File: config.mk
export PLATFORM = sky130hd
export DESIGN_NAME = jtpopeye_romarb_flat
export DESIGN_NICKNAME = d
export VERILOG_FILES = /design/src/rtl/jtpopeye_romarb_if.sv /design/src/rtl/jtpopeye_romarb.sv /design/src/flat_wrapper.sv
export SDC_FILE = /design/constraint.sdc
export NUM_CORES = 1
export LEC_CHECK = 0
export ABC_AREA = 1
export BUFFER_PORTS_ARGS = -buffer_cell sky130_fd_sc_hd__buf_4
export CORE_ASPECT_RATIO = 0.7
export CORE_MARGIN = 3
export CORE_UTILIZATION = 40
export CTS_CLUSTER_SIZE = 20
export DETAILED_ROUTE_END_ITERATION = 6
export GPL_TIMING_DRIVEN = 0
export PLACE_DENSITY_LB_ADDON = 0.08
export SLEW_MARGIN = 40
export SYNTH_ARGS = -nofsm -noshare
export SYNTH_HDL_FRONTEND = slang
export SYNTH_SLANG_ARGS = --single-unit
export TNS_END_PERCENT = 1
File: constraint.sdc
create_clock -name clk -period 2.8 [get_ports clk]
set_clock_uncertainty 0.15 [all_clocks]
set_input_delay 0.28 -clock clk [delete_from_list [all_inputs] [get_ports clk]]
set_output_delay 0.28 -clock clk [all_outputs]
set_load 0.01 [all_outputs]
File: src/rtl/jtpopeye_romarb_if.sv
// Slot request bus and SDRAM read bus of the Popeye ROM arbiter.
// slave is the arbiter side, master is the fetch logic / SDRAM controller side.
interface jtpopeye_romarb_if;
   logic [21:0] slot0_addr;
   logic        slot0_cs;
   logic        slot0_ok;
   logic [31:0] slot0_dout;
   logic [21:0] slot1_addr;
   logic        slot1_cs;
   logic        slot1_ok;
   logic [31:0] slot1_dout;
   logic [21:0] slot2_addr;
   logic        slot2_cs;
   logic        slot2_ok;
   logic [31:0] slot2_dout;
   logic        sdram_re;
   logic [21:0] sdram_addr;
   logic [31:0] data_read;

   modport slave (
      input  slot0_addr, slot0_cs, slot1_addr, slot1_cs, slot2_addr, slot2_cs, data_read,
      output slot0_ok, slot0_dout, slot1_ok, slot1_dout, slot2_ok, slot2_dout,
      output sdram_re, sdram_addr
   );

   modport master (
      output slot0_addr, slot0_cs, slot1_addr, slot1_cs, slot2_addr, slot2_cs, data_read,
      input  slot0_ok, slot0_dout, slot1_ok, slot1_dout, slot2_ok, slot2_dout,
      input  sdram_re, sdram_addr
   );
endinterface

File: src/rtl/jtpopeye_romarb.sv
// Three-slot ROM read arbiter with a one-line cache per slot in front of one SDRAM read port.
// Define JTPOPEYE_ROMARB_RR_EN for round-robin arbitration; default is fixed priority 0>1>2.
module jtpopeye_romarb #(
   parameter int unsigned LATENCY   = 2,
   parameter int unsigned READY_DLY = 15,
   parameter logic [21:0] OFFSET1   = 22'h4000,
   parameter logic [21:0] OFFSET2   = 22'h6000
) (
   input  logic clk,
   input  logic rst_n,
   input  logic cen,
   input  logic downloading,
   input  logic loop_rst,
   output logic ready,
   jtpopeye_romarb_if.slave bus
);

   typedef enum logic [1:0] {
      IDLE    = 2'd0,
      WAIT    = 2'd1,
      CAPTURE = 2'd2
   } state_t;

   state_t      state_q, state_d;
   logic [2:0]  cnt_q, cnt_d;
   logic [1:0]  gsel_q, gsel_d;
   logic [21:0] gaddr_q, gaddr_d;
   logic        re_q, re_d;
   logic [21:0] addr_q, addr_d;
   logic [3:0]  rdy_cnt_q, rdy_cnt_d;
   logic        ready_q, ready_d;
   logic [2:0]  valid_q, valid_d;
   logic [21:0] tag_q [3];
   logic [21:0] tag_d [3];
   logic [31:0] data_q [3];
   logic [31:0] data_d [3];
`ifdef JTPOPEYE_ROMARB_RR_EN
   logic [1:0]  last_q, last_d;
`endif

   logic [21:0] slot_addr [3];
   logic [2:0]  slot_cs;
   logic [2:0]  slot_ok;
   logic [2:0]  pend;
   logic [1:0]  win;
   logic [21:0] win_addr;
   logic [21:0] win_off;
   logic        hold;

   assign slot_addr[0] = bus.slot0_addr;
   assign slot_addr[1] = bus.slot1_addr;
   assign slot_addr[2] = bus.slot2_addr;
   assign slot_cs      = {bus.slot2_cs, bus.slot1_cs, bus.slot0_cs};
   assign hold         = downloading | loop_rst;

   always_comb begin
      for (int i = 0; i < 3; i++) begin
         slot_ok[i] = slot_cs[i] & valid_q[i] & (tag_q[i] == slot_addr[i]);
      end
   end

   assign pend = slot_cs & ~slot_ok & {3{ready_q}};

   // Winner is only meaningful when |pend; the search order depends on the build option.
   always_comb begin
`ifdef JTPOPEYE_ROMARB_RR_EN
      case (last_q)
         2'd0:    win = pend[1] ? 2'd1 : (pend[2] ? 2'd2 : 2'd0);
         2'd1:    win = pend[2] ? 2'd2 : (pend[0] ? 2'd0 : 2'd1);
         default: win = pend[0] ? 2'd0 : (pend[1] ? 2'd1 : 2'd2);
      endcase
`else
      win = pend[0] ? 2'd0 : (pend[1] ? 2'd1 : 2'd2);
`endif
   end

   always_comb begin
      case (win)
         2'd1: begin
            win_addr = slot_addr[1];
            win_off  = OFFSET1;
         end
         2'd2: begin
            win_addr = slot_addr[2];
            win_off  = OFFSET2;
         end
         default: begin
            win_addr = slot_addr[0];
            win_off  = 22'd0;
         end
      endcase
   end

   always_comb begin
      state_d   = state_q;
      cnt_d     = cnt_q;
      gsel_d    = gsel_q;
      gaddr_d   = gaddr_q;
      re_d      = re_q;
      addr_d    = addr_q;
      rdy_cnt_d = rdy_cnt_q;
      ready_d   = ready_q;
      valid_d   = valid_q;
      tag_d     = tag_q;
      data_d    = data_q;
`ifdef JTPOPEYE_ROMARB_RR_EN
      last_d    = last_q;
`endif
      // Soft reset drops any read in flight but keeps the last data on dout.
      if (hold) begin
         state_d   = IDLE;
         cnt_d     = 3'd0;
         re_d      = 1'b0;
         addr_d    = 22'd0;
         rdy_cnt_d = 4'd0;
         ready_d   = 1'b0;
         valid_d   = 3'b000;
`ifdef JTPOPEYE_ROMARB_RR_EN
         last_d    = 2'd2;
`endif
      end else if (cen) begin
         if (!ready_q) begin
            rdy_cnt_d = rdy_cnt_q + 4'd1;
            if (rdy_cnt_q == 4'(READY_DLY - 1)) begin
               ready_d = 1'b1;
            end
         end
         case (state_q)
            IDLE: begin
               if (|pend) begin
                  gsel_d  = win;
                  gaddr_d = win_addr;
                  addr_d  = win_addr + win_off;
                  re_d    = ~re_q;
                  cnt_d   = 3'(LATENCY);
                  state_d = WAIT;
`ifdef JTPOPEYE_ROMARB_RR_EN
                  last_d  = win;
`endif
               end
            end
            WAIT: begin
               cnt_d = cnt_q - 3'd1;
               if (cnt_q == 3'd1) begin
                  state_d = CAPTURE;
               end
            end
            CAPTURE: begin
               for (int i = 0; i < 3; i++) begin
                  if (gsel_q == 2'(i)) begin
                     data_d[i]  = bus.data_read;
                     tag_d[i]   = gaddr_q;
                     valid_d[i] = 1'b1;
                  end
               end
               state_d = IDLE;
            end
            default: state_d = IDLE;
         endcase
      end
   end

   always_ff @(posedge clk or negedge rst_n) begin
      if (!rst_n) begin
         state_q   <= IDLE;
         cnt_q     <= 3'd0;
         gsel_q    <= 2'd0;
         gaddr_q   <= 22'd0;
         re_q      <= 1'b0;
         addr_q    <= 22'd0;
         rdy_cnt_q <= 4'd0;
         ready_q   <= 1'b0;
         valid_q   <= 3'b000;
         tag_q     <= '{default: 22'd0};
         data_q    <= '{default: 32'd0};
`ifdef JTPOPEYE_ROMARB_RR_EN
         last_q    <= 2'd2;
`endif
      end else begin
         state_q   <= state_d;
         cnt_q     <= cnt_d;
         gsel_q    <= gsel_d;
         gaddr_q   <= gaddr_d;
         re_q      <= re_d;
         addr_q    <= addr_d;
         rdy_cnt_q <= rdy_cnt_d;
         ready_q   <= ready_d;
         valid_q   <= valid_d;
         tag_q     <= tag_d;
         data_q    <= data_d;
`ifdef JTPOPEYE_ROMARB_RR_EN
         last_q    <= last_d;
`endif
      end
   end

   assign ready          = ready_q;
   assign bus.sdram_re   = re_q;
   assign bus.sdram_addr = addr_q;
   assign bus.slot0_ok   = slot_ok[0];
   assign bus.slot1_ok   = slot_ok[1];
   assign bus.slot2_ok   = slot_ok[2];
   assign bus.slot0_dout = data_q[0];
   assign bus.slot1_dout = data_q[1];
   assign bus.slot2_dout = data_q[2];

endmodule

File: src/flat_wrapper.sv
// flat-port wrapper written by rule: the top's interface ports become plain ports
module jtpopeye_romarb_flat 
#(
   parameter int unsigned LATENCY   = 2,
   parameter int unsigned READY_DLY = 15,
   parameter logic [21:0] OFFSET1   = 22'h4000,
   parameter logic [21:0] OFFSET2   = 22'h6000
)
  (clk, rst_n, cen, downloading, loop_rst, ready, bus_slot0_addr, bus_slot0_cs, bus_slot1_addr, bus_slot1_cs, bus_slot2_addr, bus_slot2_cs, bus_data_read, bus_slot0_ok, bus_slot0_dout, bus_slot1_ok, bus_slot1_dout, bus_slot2_ok, bus_slot2_dout, bus_sdram_re, bus_sdram_addr);
  jtpopeye_romarb_if bus_i ();
  input  logic clk;
  input  logic rst_n;
  input  logic cen;
  input  logic downloading;
  input  logic loop_rst;
  output logic ready;
  input wire logic [$bits(bus_i.slot0_addr)-1:0] bus_slot0_addr;
  input wire logic [$bits(bus_i.slot0_cs)-1:0] bus_slot0_cs;
  input wire logic [$bits(bus_i.slot1_addr)-1:0] bus_slot1_addr;
  input wire logic [$bits(bus_i.slot1_cs)-1:0] bus_slot1_cs;
  input wire logic [$bits(bus_i.slot2_addr)-1:0] bus_slot2_addr;
  input wire logic [$bits(bus_i.slot2_cs)-1:0] bus_slot2_cs;
  input wire logic [$bits(bus_i.data_read)-1:0] bus_data_read;
  output wire logic [$bits(bus_i.slot0_ok)-1:0] bus_slot0_ok;
  output wire logic [$bits(bus_i.slot0_dout)-1:0] bus_slot0_dout;
  output wire logic [$bits(bus_i.slot1_ok)-1:0] bus_slot1_ok;
  output wire logic [$bits(bus_i.slot1_dout)-1:0] bus_slot1_dout;
  output wire logic [$bits(bus_i.slot2_ok)-1:0] bus_slot2_ok;
  output wire logic [$bits(bus_i.slot2_dout)-1:0] bus_slot2_dout;
  output wire logic [$bits(bus_i.sdram_re)-1:0] bus_sdram_re;
  output wire logic [$bits(bus_i.sdram_addr)-1:0] bus_sdram_addr;
  assign bus_i.slot0_addr = bus_slot0_addr;
  assign bus_i.slot0_cs = bus_slot0_cs;
  assign bus_i.slot1_addr = bus_slot1_addr;
  assign bus_i.slot1_cs = bus_slot1_cs;
  assign bus_i.slot2_addr = bus_slot2_addr;
  assign bus_i.slot2_cs = bus_slot2_cs;
  assign bus_i.data_read = bus_data_read;
  assign bus_slot0_ok = bus_i.slot0_ok;
  assign bus_slot0_dout = bus_i.slot0_dout;
  assign bus_slot1_ok = bus_i.slot1_ok;
  assign bus_slot1_dout = bus_i.slot1_dout;
  assign bus_slot2_ok = bus_i.slot2_ok;
  assign bus_slot2_dout = bus_i.slot2_dout;
  assign bus_sdram_re = bus_i.sdram_re;
  assign bus_sdram_addr = bus_i.sdram_addr;
  jtpopeye_romarb #(.LATENCY(LATENCY), .READY_DLY(READY_DLY), .OFFSET1(OFFSET1), .OFFSET2(OFFSET2)) u_core (.clk(clk), .rst_n(rst_n), .cen(cen), .downloading(downloading), .loop_rst(loop_rst), .ready(ready), .bus(bus_i));
endmodule
# Word level (Yosys, flattened, before mapping)

Index checks and enable logic that the tools add are counted.

Reductions and logical operators: 22
Divide/modulo/power cells: 0
$mul: 0
$lt $le $gt $ge: 0
Bitwise gates (word level): 12
Equal/unequal tests: 14
Multiplexer cells: 34
Add/subtract/negate cells: 3
Shift-type cells: 0

Operator list:

| cell                                           | count |
|---|---|
| two-way mux 22 bit                             | 4 |
| == test 22 bit                                 | 3 |
| case mux 22 bit (2 select lines)               | 1 |
| case mux 15 bit (2 select lines)               | 1 |
| adder 22 x 15 -> 22 bit                        | 1 |
| two-way mux 3 bit                              | 6 |
| AND reduction 3 bit                            | 6 |
| AND reduction 4 bit                            | 4 |
| nonzero test 2 bit                             | 7 |
| two-way mux 2 bit                              | 6 |
| two-way mux 4 bit                              | 3 |
| two-way mux 1 bit                              | 11 |
| bitwise AND 1 bit                              | 6 |
| bitwise AND 3 bit                              | 2 |
| == test 2 x 1 -> 1 bit (second input constant) | 3 |
| == test 2 bit (second input constant)          | 3 |
| != test 3 x 1 -> 1 bit (second input constant) | 2 |
| case mux 3 bit (2 select lines)                | 1 |
| adder 4 x 1 -> 4 bit (second input constant)   | 1 |
| == test 4 bit (second input constant)          | 1 |
| zero test 2 bit                                | 2 |
| case mux 2 bit (2 select lines)                | 1 |
| == test 3 x 1 -> 1 bit (second input constant) | 1 |
| NOT 3 bit                                      | 1 |
| 7 further kinds                                | 8 |

Word-level logic and storage cells: 102
Input port bits: 106
Memories: 0
Output and inout port bits: 123
Latch bits: 0
Register bits after elaboration: 222
ROM bits: 0
Bits in writable memories: 0

# Logic depth before layout (Yosys ltp)

Gate-level depths: netlist of run 1.

Depth after elaboration: 14
Depth in mapped cells: 22

# Worst setup path before layout of run 1

OpenSTA, ideal clock, no wires.

Path kind: reg2reg
Start: register u_core.tag_q[45] (netlist name)
End: register u_core.addr_q[19] (netlist: u_core.bus.sdram_addr[19])
Stages on the path, launching flop included: 21
Path slack: 0.021 ns
Path buffers: 1
Arrival time: 2.551 ns
Clock period less this slack: 2.779 ns
Path through: dfrtp_1 nand2_1 o21ai_0 nor2_1 nand2_1 nor2_1 nand3_2 nand2_4 buf_4 nand2_2 o221ai_1 ha_1 inv_1 fa_1 inv_1 nand2_1 nor2_4 nand2_1 nand2_1 nand2_1 o21bai_1

Word-level cells in the longest chain between the ends: 13
Elaborated cells on any way between the ends: 18

Ends and longest elaborated chain:

| what                                                           | line                   | text |
|---|---|---|
| from (decl)                                                    | jtpopeye_romarb.sv:33  | `logic [21:0] tag_q [3];` |
| from (signal assigned)                                         | jtpopeye_romarb.sv:189 | `tag_q <= tag_d;` |
| == test 22 bit (*)                                             | jtpopeye_romarb.sv:58  | `slot_ok[i] = slot_cs[i] & valid_q[i] & (tag_q[i] == slot_addr[i]);` |
| bitwise AND 1 bit (*)                                          | jtpopeye_romarb.sv:58  |  |
| NOT 3 bit (*)                                                  | jtpopeye_romarb.sv:62  | `assign pend = slot_cs & ~slot_ok & {3{ready_q}};` |
| bitwise AND 3 bit (*) (2 in a row)                             | jtpopeye_romarb.sv:62  |  |
| two-way mux 2 bit (*)                                          | jtpopeye_romarb.sv:73  | `win = pend[0] ? 2'd0 : (pend[1] ? 2'd1 : 2'd2);` |
| == test 2 bit / == test 2 x 1 -> 1 bit (equally long branches) | jtpopeye_romarb.sv:78  | `case (win)` |
| case mux 22 bit (2 select lines) (*)                           | jtpopeye_romarb.sv:78  |  |
| named net u_core.win_addr[13]                                  | jtpopeye_romarb.sv:46  | `logic [21:0] win_addr;` |
| adder 22 x 15 -> 22 bit (*)                                    | jtpopeye_romarb.sv:133 | `addr_d = win_addr + win_off;` |
| two-way mux 22 bit (*)                                         | jtpopeye_romarb.sv:130 | `if (\|pend) begin` |
| two-way mux 22 bit (*)                                         | jtpopeye_romarb.sv:128 | `case (state_q)` |
| two-way mux 22 bit (*)                                         | jtpopeye_romarb.sv:121 | `end else if (cen) begin` |
| two-way mux 22 bit (*)                                         | jtpopeye_romarb.sv:110 | `if (hold) begin` |
| to (signal assigned)                                           | jtpopeye_romarb.sv:185 | `addr_q <= addr_d;` |
| to (decl)                                                      | jtpopeye_romarb.sv:29  | `logic [21:0] addr_q, addr_d;` |

Mark *: on every way through the listed nets, which the timed path passes. The rest lies on a longest branch. The select of a mux whose other input is x is not followed.
A chain may end at the register's enable or synchronous reset.

# Worst setup path after layout of run 1

Start: register u_core.tag_q[61] (netlist name)
End: register u_core.addr_q[19] (netlist: u_core.bus.sdram_addr[19])

The elaborated chain is that of the path after synthesis.

==> results of run 1 <==
-- worst paths after layout --
kind	slack (ns)	from	end	cells after the start
min	0.03	bus_slot0_addr[11]	u_core.bus.sdram_addr[11]	5
min in group asynchronous	0.11	rst_n	u_core.bus.slot1_dout[6]	2
max in group asynchronous	1.45	rst_n	u_core.bus.slot2_dout[19]	4
min reg2reg	0.32	u_core.bus.sdram_addr[12]	u_core.bus.sdram_addr[12]	2
max reg2reg	-0.22	u_core.tag_q[61]	u_core.bus.sdram_addr[19]	21
max	-0.22	u_core.tag_q[61]	u_core.bus.sdram_addr[19]	21
-- power groups by stage --
stage | combinational [mW] | sequential (mW) | clock (mW)
global route | 1.19 | 3.60 | 3.32
finish | 1.08 | 3.57 | 3.14
global placement | 0.968 | 3.62 | 0
CTS | 1.07 | 3.57 | 3.18
detailed placement | 0.996 | 3.62 | 0
floorplan | 0.373 | 3.65 | 0
-- placed cells by master (no fill, tap or decap), types with 7 or more instances in the layout --
cell type / count
inv_2: 7
nand2_1: 382
nor2_1: 59
clkbuf_1: 38
dlygate4sd3_1: 38
nand3_2: 7
dfrtp_1: 221
nand3_1: 25
xnor2_1: 9
o21ai_0: 182
nand2_2: 7
o21ai_1: 29
buf_2: 7
clkbuf_16: 25
inv_1: 155
buf_4: 244
-- repair_timing --
action	in CTS	in global routing
setup endpoints to repair	9	76
hold buffers	38	0
buffers inserted	15	2
pin swaps	19	9
endpoints found under the hold margin	271	0
gates resized for setup	28	8
gates cloned	0	0
-- layer usage --
| layer | up-vias | wire length, um | GRT usage, % |
|---|---|---|---|
| met2 | 382 | 14300 | 35.1 |
| met3 | 43 | 3200 | 5.46 |
| met4 | 0 | 609 | 4.72 |
| li1 | 4446 | - | - |
| met1 | 4523 | 17400 | 41.4 |
| met5 | - | 0 | 0 |
-- logic make-up after synthesis --
| logic type | count (synthesis) | share of synthesized area (%) |
|---|---|---|
| AND/OR/NAND/NOR | 513 | 20.9 |
| buffers and inverters | 210 | 8.31 |
| adder cells (fa/ha/maj) | 7 | 0.945 |
| AO/OA/AOI/OAI | 248 | 13.4 |
| XOR/XNOR | 14 | 1.22 |
| flip-flops | 222 | 55.2 |
-- per-stage QoR --
step           cell area, um2  hold slack [ns]  TNS (ns)  total power [mW]  utilization, %
2_1_floorplan           10100           -0.166         0              4.02               -
3_3_place_gp            12200            0.309   -103.77              4.59            50.3
3_5_place_dp            12300           0.0365     -4.83              4.62            50.7
4_1_cts                 13600           0.0173    -0.784              7.82            56.4
5_1_grt                 13700           0.0456     -8.51              8.11            56.6
6_report                13700           0.0266     -1.65              7.79            56.6
-- cell type report --
class                           count  area, um2  share of cell area [%]
Timing Repair Buffer              286       2310                    16.9
Multi-Input combinational cell    782       3800                    27.8
Buffer                             45        215                    1.57
Clock buffer                       34        699                    5.11
Tap cell                          318        398                    2.91
Sequential cell                   222       5560                    40.6
Inverter                          164        626                    4.57
Clock inverter                      8       67.6                   0.494
-- Yosys cell counts (all sizes together), types with 2 or more instances --
| library cell | number |
|---|---|
| ha | 6 |
| or2 | 3 |
| o21ai | 214 |
| o211ai | 6 |
| a21oi | 7 |
| nand4 | 5 |
| inv | 164 |
| nor2 | 67 |
| nand3b | 6 |
| o22ai | 7 |
| xnor2 | 12 |
| buf | 12 |
| nand3 | 32 |
| xor2 | 2 |
| o221ai | 6 |
| clkbuf | 34 |
| nand2 | 394 |
| nor3 | 4 |
| a22o | 2 |
| o21bai | 2 |
| dfrtp | 222 |
-- worst register-to-register path, cell delays in order, from the launching register on --
cell,delay [ns]
dfrtp_1,0.39
inv_1,0.05
nand2_1,0.09
o21ai_1,0.07
nor2_1,0.11
nand2_2,0.10
nor2_2,0.13
nand3_2,0.11
nand2_4,0.11
buf_6,0.12
nand2_8,0.06
o221ai_4,0.27
ha_4,0.20
inv_2,0.04
fa_2,0.34
inv_2,0.06
nand2_2,0.07
nor2_4,0.15
nand2_2,0.07
nand2_1,0.06
nand2_1,0.05
o21bai_1,0.13
-- flip-flops by register name, summed over array words and instances, names as in the netlist --
name                   count
u_core.tag_q              66
u_core.bus.slot0_dout     32
u_core.bus.slot1_dout     32
u_core.bus.slot2_dout     32
u_core.bus.sdram_addr     22
u_core.gaddr_q            22
u_core.rdy_cnt_q           4
u_core.cnt_q               3
u_core.valid_q             3
u_core.gsel_q              2
u_core.state_q             2
u_core.bus.sdram_re        1
u_core.ready               1
==> flow_metrics.py, run 1 <==
metrics = {
    "worst_setup_path": {
        "end_kind": "flop",
        "timing.critical_path.cells": "inv_1 > nand2_1 > o21ai_1 > nor2_1 > nand2_2 > nor2_2 > nand3_2 > nand2_4 > buf_6 > nand2_8 > o221ai_4 > ha_4 > inv_2 > fa_2 > inv_2 > nand2_2 > nor2_4 > nand2_2 > nand2_1 > nand2_1 > o21bai_1",
        "critPathMaxStageDelay_ns": 0.39,
        "worstPathArrival_ns": 3.31,
        "critical_path_class": "reg2reg",
        "crit_path_start_kind": "flop",
        "crit_path_max_fanout": 4,
        "crit_required_ns": 3.09,
        "worst-path-buf-inv": 4,
        "crit_slowest_cell": "dfrtp_1",
        "critPathTopFamily": "simple AND/OR/NAND/NOR gates",
    },
    "detailed_routing": {
        "vias_per_cell": 5.05,
        "wl_um": 35400,
        "drt_iter0_markers": 847,
        "dr.pass1.iters": 5,
        "ant_nets": 0,
        "drcViolationCount": 0,
        "vias": 9394,
        "post_drt_wl_per_cell_um": 19.1,
    },
    "sta": {
        "hold_viol": 0,
        "max_freq_mhz": 331,
        "setup_ws_ns": -0.223,
        "finalMaxSlewViolations": 0,
        "max_slew_margin_pct": 52.2,
        "finalSetupViolations": 23,
        "fin_crit_sh_pct": 108,
        "rsz0062_at_grt": "yes",
        "period_minus_slack_ns": 3.02,
        "tightest_slew_ns": 0.717,
    },
    "placement": {
        "numPortBuffers": 228,
        "dpl.hpwl_um": 26100,
        "gp_congestion": 0.983,
        "dp_cells": 1763,
        "pre_cts_slack_ns": -0.862,
    },
    "floorplanning": {
        "core-area_mm2": 0.0242,
        "die_h_um": 139,
        "ioPinCount": 229,
        "rows": 47,
        "die_x_um": 196,
        "die_area_mm2": 0.0271,
        "start_util_pct": 41.6,
    },
    "synthesis": {
        "ys_warn_count": 0,
        "avgSynthCellArea_um2": 8.29,
        "synth_nets": 1327,
        "yosys-top-cells-area": "dfrtp_1 (55%), nand2_1 (14%), o21ai_0 (9.1%)",
        "postSynthCellCount": 1214,
        "yosysTopAreaCellShare_pct": 55.2,
        "synth_edf_count": 0,
        "ys_seq_elements": 222,
        "synth_cell_types": 46,
        "syn_area_mm2": 0.0101,
        "ys_async_sr_fraction_pct": 100,
        "synth-seq-area-share_pct": 55.2,
        "synthFlopType": "dfrtp_1",
        "synth_top_area_cell": "dfrtp_1",
    },
    "layout": {
        "drive_gt1_share_pct": 22.8,
        "fill_cells": 2277,
        "areaGrowthSynthToFinish_pct": 36.0,
        "diodes": 0,
        "instances_no_fill": 1859,
        "final_nets": 1638,
    },
    "status": {
        "violations": "setup timing",
        "status": "finished, violations left",
    },
    "power_and_ir_drop": {
        "p_sw_share_pct": 26.3,
        "switchingPower_mw": 2.05,
        "combPwrFrac_pct": 13.8,
        "seqPwrFrac_pct": 45.9,
        "power_density_mw_per_mm2": 570,
        "vdd_drop_max_v": 0.000358,
        "p_int_mw": 5.74,
        "p_leak_nw": 7.13,
        "power.share.clock_pct": 40.3,
    },
    "clocking": {
        "htreeDepth": 1,
        "root_buffer": "clkbuf_16",
        "cts_made_buffers": 24,
        "clk_latency_ns": 0.53,
        "path_clk_slew_ns": 0.07,
        "cts_tree": "yes",
        "cts.sinks": 222,
        "cts.path.max_buffers": 3,
    },
    "global_route": {
        "antenna_found_initial": 0,
        "grt_overflow": 0,
        "grt_pass1_wl_um": 54000,
        "track_usage_pct": 25.6,
        "grt_pass1_vias": 8956,
        "grt_max_degree": 72,
    },
    "hold_path": {
        "hold_class": "in2reg",
    },
    "run": {
        "cap_violations": 0,
    },
}
Note: power is estimated with default switching activity, not from simulation.
==> run 2, diff against run 1 <==
--- a/config.mk
+++ b/config.mk
@@ -13,7 +13,7 @@
 export CTS_CLUSTER_SIZE = 20
 export DETAILED_ROUTE_END_ITERATION = 6
 export GPL_TIMING_DRIVEN = 0
-export PLACE_DENSITY_LB_ADDON = 0.08
+export PLACE_DENSITY = 0.61
 export SLEW_MARGIN = 40
 export SYNTH_ARGS = -nofsm -noshare
 export SYNTH_HDL_FRONTEND = slang
==> run 2 against run 1 <==
Net effect: the run still ends with setup timing left; final area is 0.46% higher; sequential cell count stayed put; worst setup slack improved by 0.020 ns; final cell count up 0.27%; critical path depth unchanged; critical path type unchanged; critical endpoint is now u_core.bus.sdram_addr[20].
==> flow_metrics.py, run 2 (synthesis results as in run 1) <==
metrics = {
    "worst_setup_path": {
        "cp_common_cell": "nand2_1",
        "end_kind": "flop",
        "crit_path_max_fanout": 5,
        "worst-path-buf-inv": 4,
        "crit_required_ns": 3.05,
        "worstPathArrival_ns": 3.25,
        "crit_path_start_kind": "flop",
        "crit_slowest_cell": "dfrtp_1",
        "timing.critical_path.cells": "inv_1 > nand2_2 > o21ai_1 > nor2_1 > nand2_1 > nor2_2 > nand3_2 > nand2_4 > buf_12 > nand2_4 > inv_8 > buf_4 > nand2_1 > o221ai_4 > ha_1 > a21o_1 > nand2_1 > nor2_2 > nand3_1 > nand2_1 > nand2_1",
        "critPathTopFamily": "simple AND/OR/NAND/NOR gates",
        "critical_path_class": "reg2reg",
        "critPathMaxStageDelay_ns": 0.39,
    },
    "floorplanning": {
        "die_x_um": 196,
        "die_area_mm2": 0.0271,
        "die_h_um": 139,
        "ioPinCount": 229,
        "core-area_mm2": 0.0242,
        "start_util_pct": 41.6,
        "rows": 47,
    },
    "layout": {
        "drive_gt1_share_pct": 23.0,
        "diodes": 0,
        "instances_no_fill": 1864,
        "final_common_cell": "nand2_1",
        "layout_common_cells": "nand2_1 (384), buf_4 (246), dfrtp_1 (222), o21ai_0 (182), inv_1 (155)",
        "areaGrowthSynthToFinish_pct": 36.6,
        "final_nets": 1642,
        "largest_reg_flops": 66,
        "fill_cells": 2267,
        "top_register": "u_core.tag_q",
    },
    "placement": {
        "gp_congestion": 0.951,
        "dp_cells": 1763,
        "dpl.hpwl_um": 25900,
        "numPortBuffers": 228,
        "pre_cts_slack_ns": -0.815,
    },
    "sta": {
        "finalMaxSlewViolations": 0,
        "fin_crit_sh_pct": 107,
        "max_slew_margin_pct": 50.1,
        "setup_tns_ns": -2.56,
        "max_freq_mhz": 333,
        "finalSetupViolations": 27,
        "tightest_slew_ns": 0.748,
        "whs_ns": 0.0197,
        "period_minus_slack_ns": 3.00,
        "setup_ws_ns": -0.202,
        "rsz0062_at_grt": "yes",
        "hold_viol": 0,
    },
    "global_route": {
        "busiest_layer": "met1",
        "gr-usage-met2_pct": 34.9,
        "grt_pass1_wl_um": 53900,
        "grt_overflow": 0,
        "grt_max_degree": 74,
        "track_usage_pct": 25.3,
        "grtUsageMet1_pct": 40.6,
        "antenna_found_initial": 1,
        "grt_pass1_vias": 9247,
        "met3_usage_pct": 6.22,
    },
    "status": {
        "violations": "setup timing",
        "status": "finished, violations left",
    },
    "detailed_routing": {
        "ant_nets": 0,
        "dr.pass1.iters": 6,
        "post_drt_wl_per_cell_um": 18.9,
        "vias_per_cell": 5.11,
        "drcViolationCount": 0,
        "wl_um": 35200,
        "drt_iter0_markers": 817,
        "vias": 9528,
    },
    "power_and_ir_drop": {
        "power_density_mw_per_mm2": 569,
        "vdd_drop_max_v": 0.000462,
        "finalPower_mw": 7.82,
        "p_leak_nw": 7.17,
    },
    "clocking": {
        "cts_tree": "yes",
        "cts_made_buffers": 23,
        "cts.path.max_buffers": 3,
        "htreeDepth": 1,
        "path_clk_slew_ns": 0.07,
        "root_buffer": "clkbuf_16",
        "clk_latency_ns": 0.52,
        "cts.sinks": 222,
    },
    "hold_path": {
        "hold_class": "in2reg",
    },
    "run": {
        "cap_violations": 0,
    },
}
run 2: through the flow:
step | util (%) | cell area (um2)
2_1_floorplan | - | 10100
3_3_place_gp | 50.3 | 12200
6_report | 56.8 | 13700
4_1_cts | 56.4 | 13600
3_5_place_dp | 50.7 | 12300
5_1_grt | 56.8 | 13700
run 2: what timing repair did:
item / CTS / global route
endpoints found under the setup margin: 9 / 68
buffers inserted: 16 / 4
resized for setup: 22 / 11
pin swaps: 17 / 8
hold buffers: 37 / 2
endpoints found under the hold margin: 251 / 1
gates cloned: 0 / 0
run 2: area by class of cell:
cell class	instances	area, um2	share of cell area, %
well taps	318	398	2.90
clock buffers	27	621	4.52
inverters	164	626	4.55
plain buffers	46	225	1.64
multi-input cells	782	3790	27.6
clock inverters	15	150	1.09
repair buffers	290	2370	17.3
flip-flops and latches	222	5560	40.4
run 2: metal layers:
layer | vias to the layer above | wire length, um
met5 | - | 8
met4 | 2 | 657
met3 | 59 | 3420
met2 | 438 | 14000
met1 | 4572 | 17100
li1 | 4457 | -
run 2: tightest hold or removal path, cell delays in order:
cell and delay, ns:
buf_4 0.10, nand2_1 0.05, o221ai_1 0.06, nand2_1 0.07
nand2_1 0.07
run 2: path summary, 6_finish.rpt:
kind / start / end / slack, ns / depth (start not counted)
setup / recovery: u_core.tag_q[61] / u_core.bus.sdram_addr[20] / -0.20 / 21
hold / removal: bus_slot0_addr[12] / u_core.bus.sdram_addr[12] / 0.02 / 5
setup reg to reg: u_core.tag_q[61] / u_core.bus.sdram_addr[20] / -0.20 / 21
hold reg to reg: u_core.bus.sdram_addr[10] / u_core.bus.sdram_addr[10] / 0.32 / 2
max in group asynchronous: rst_n / u_core.tag_q[23] / 1.50 / 4
min in group asynchronous: rst_n / u_core.bus.slot1_dout[5] / 0.04 / 2
run 2: power by group:
part / switching, mW / internal, mW / leakage, nW
combinational: 0.580 / 0.508 / 3.85
sequential: 0.154 / 3.42 / 2.93
clock: 1.37 / 1.79 / 0.386
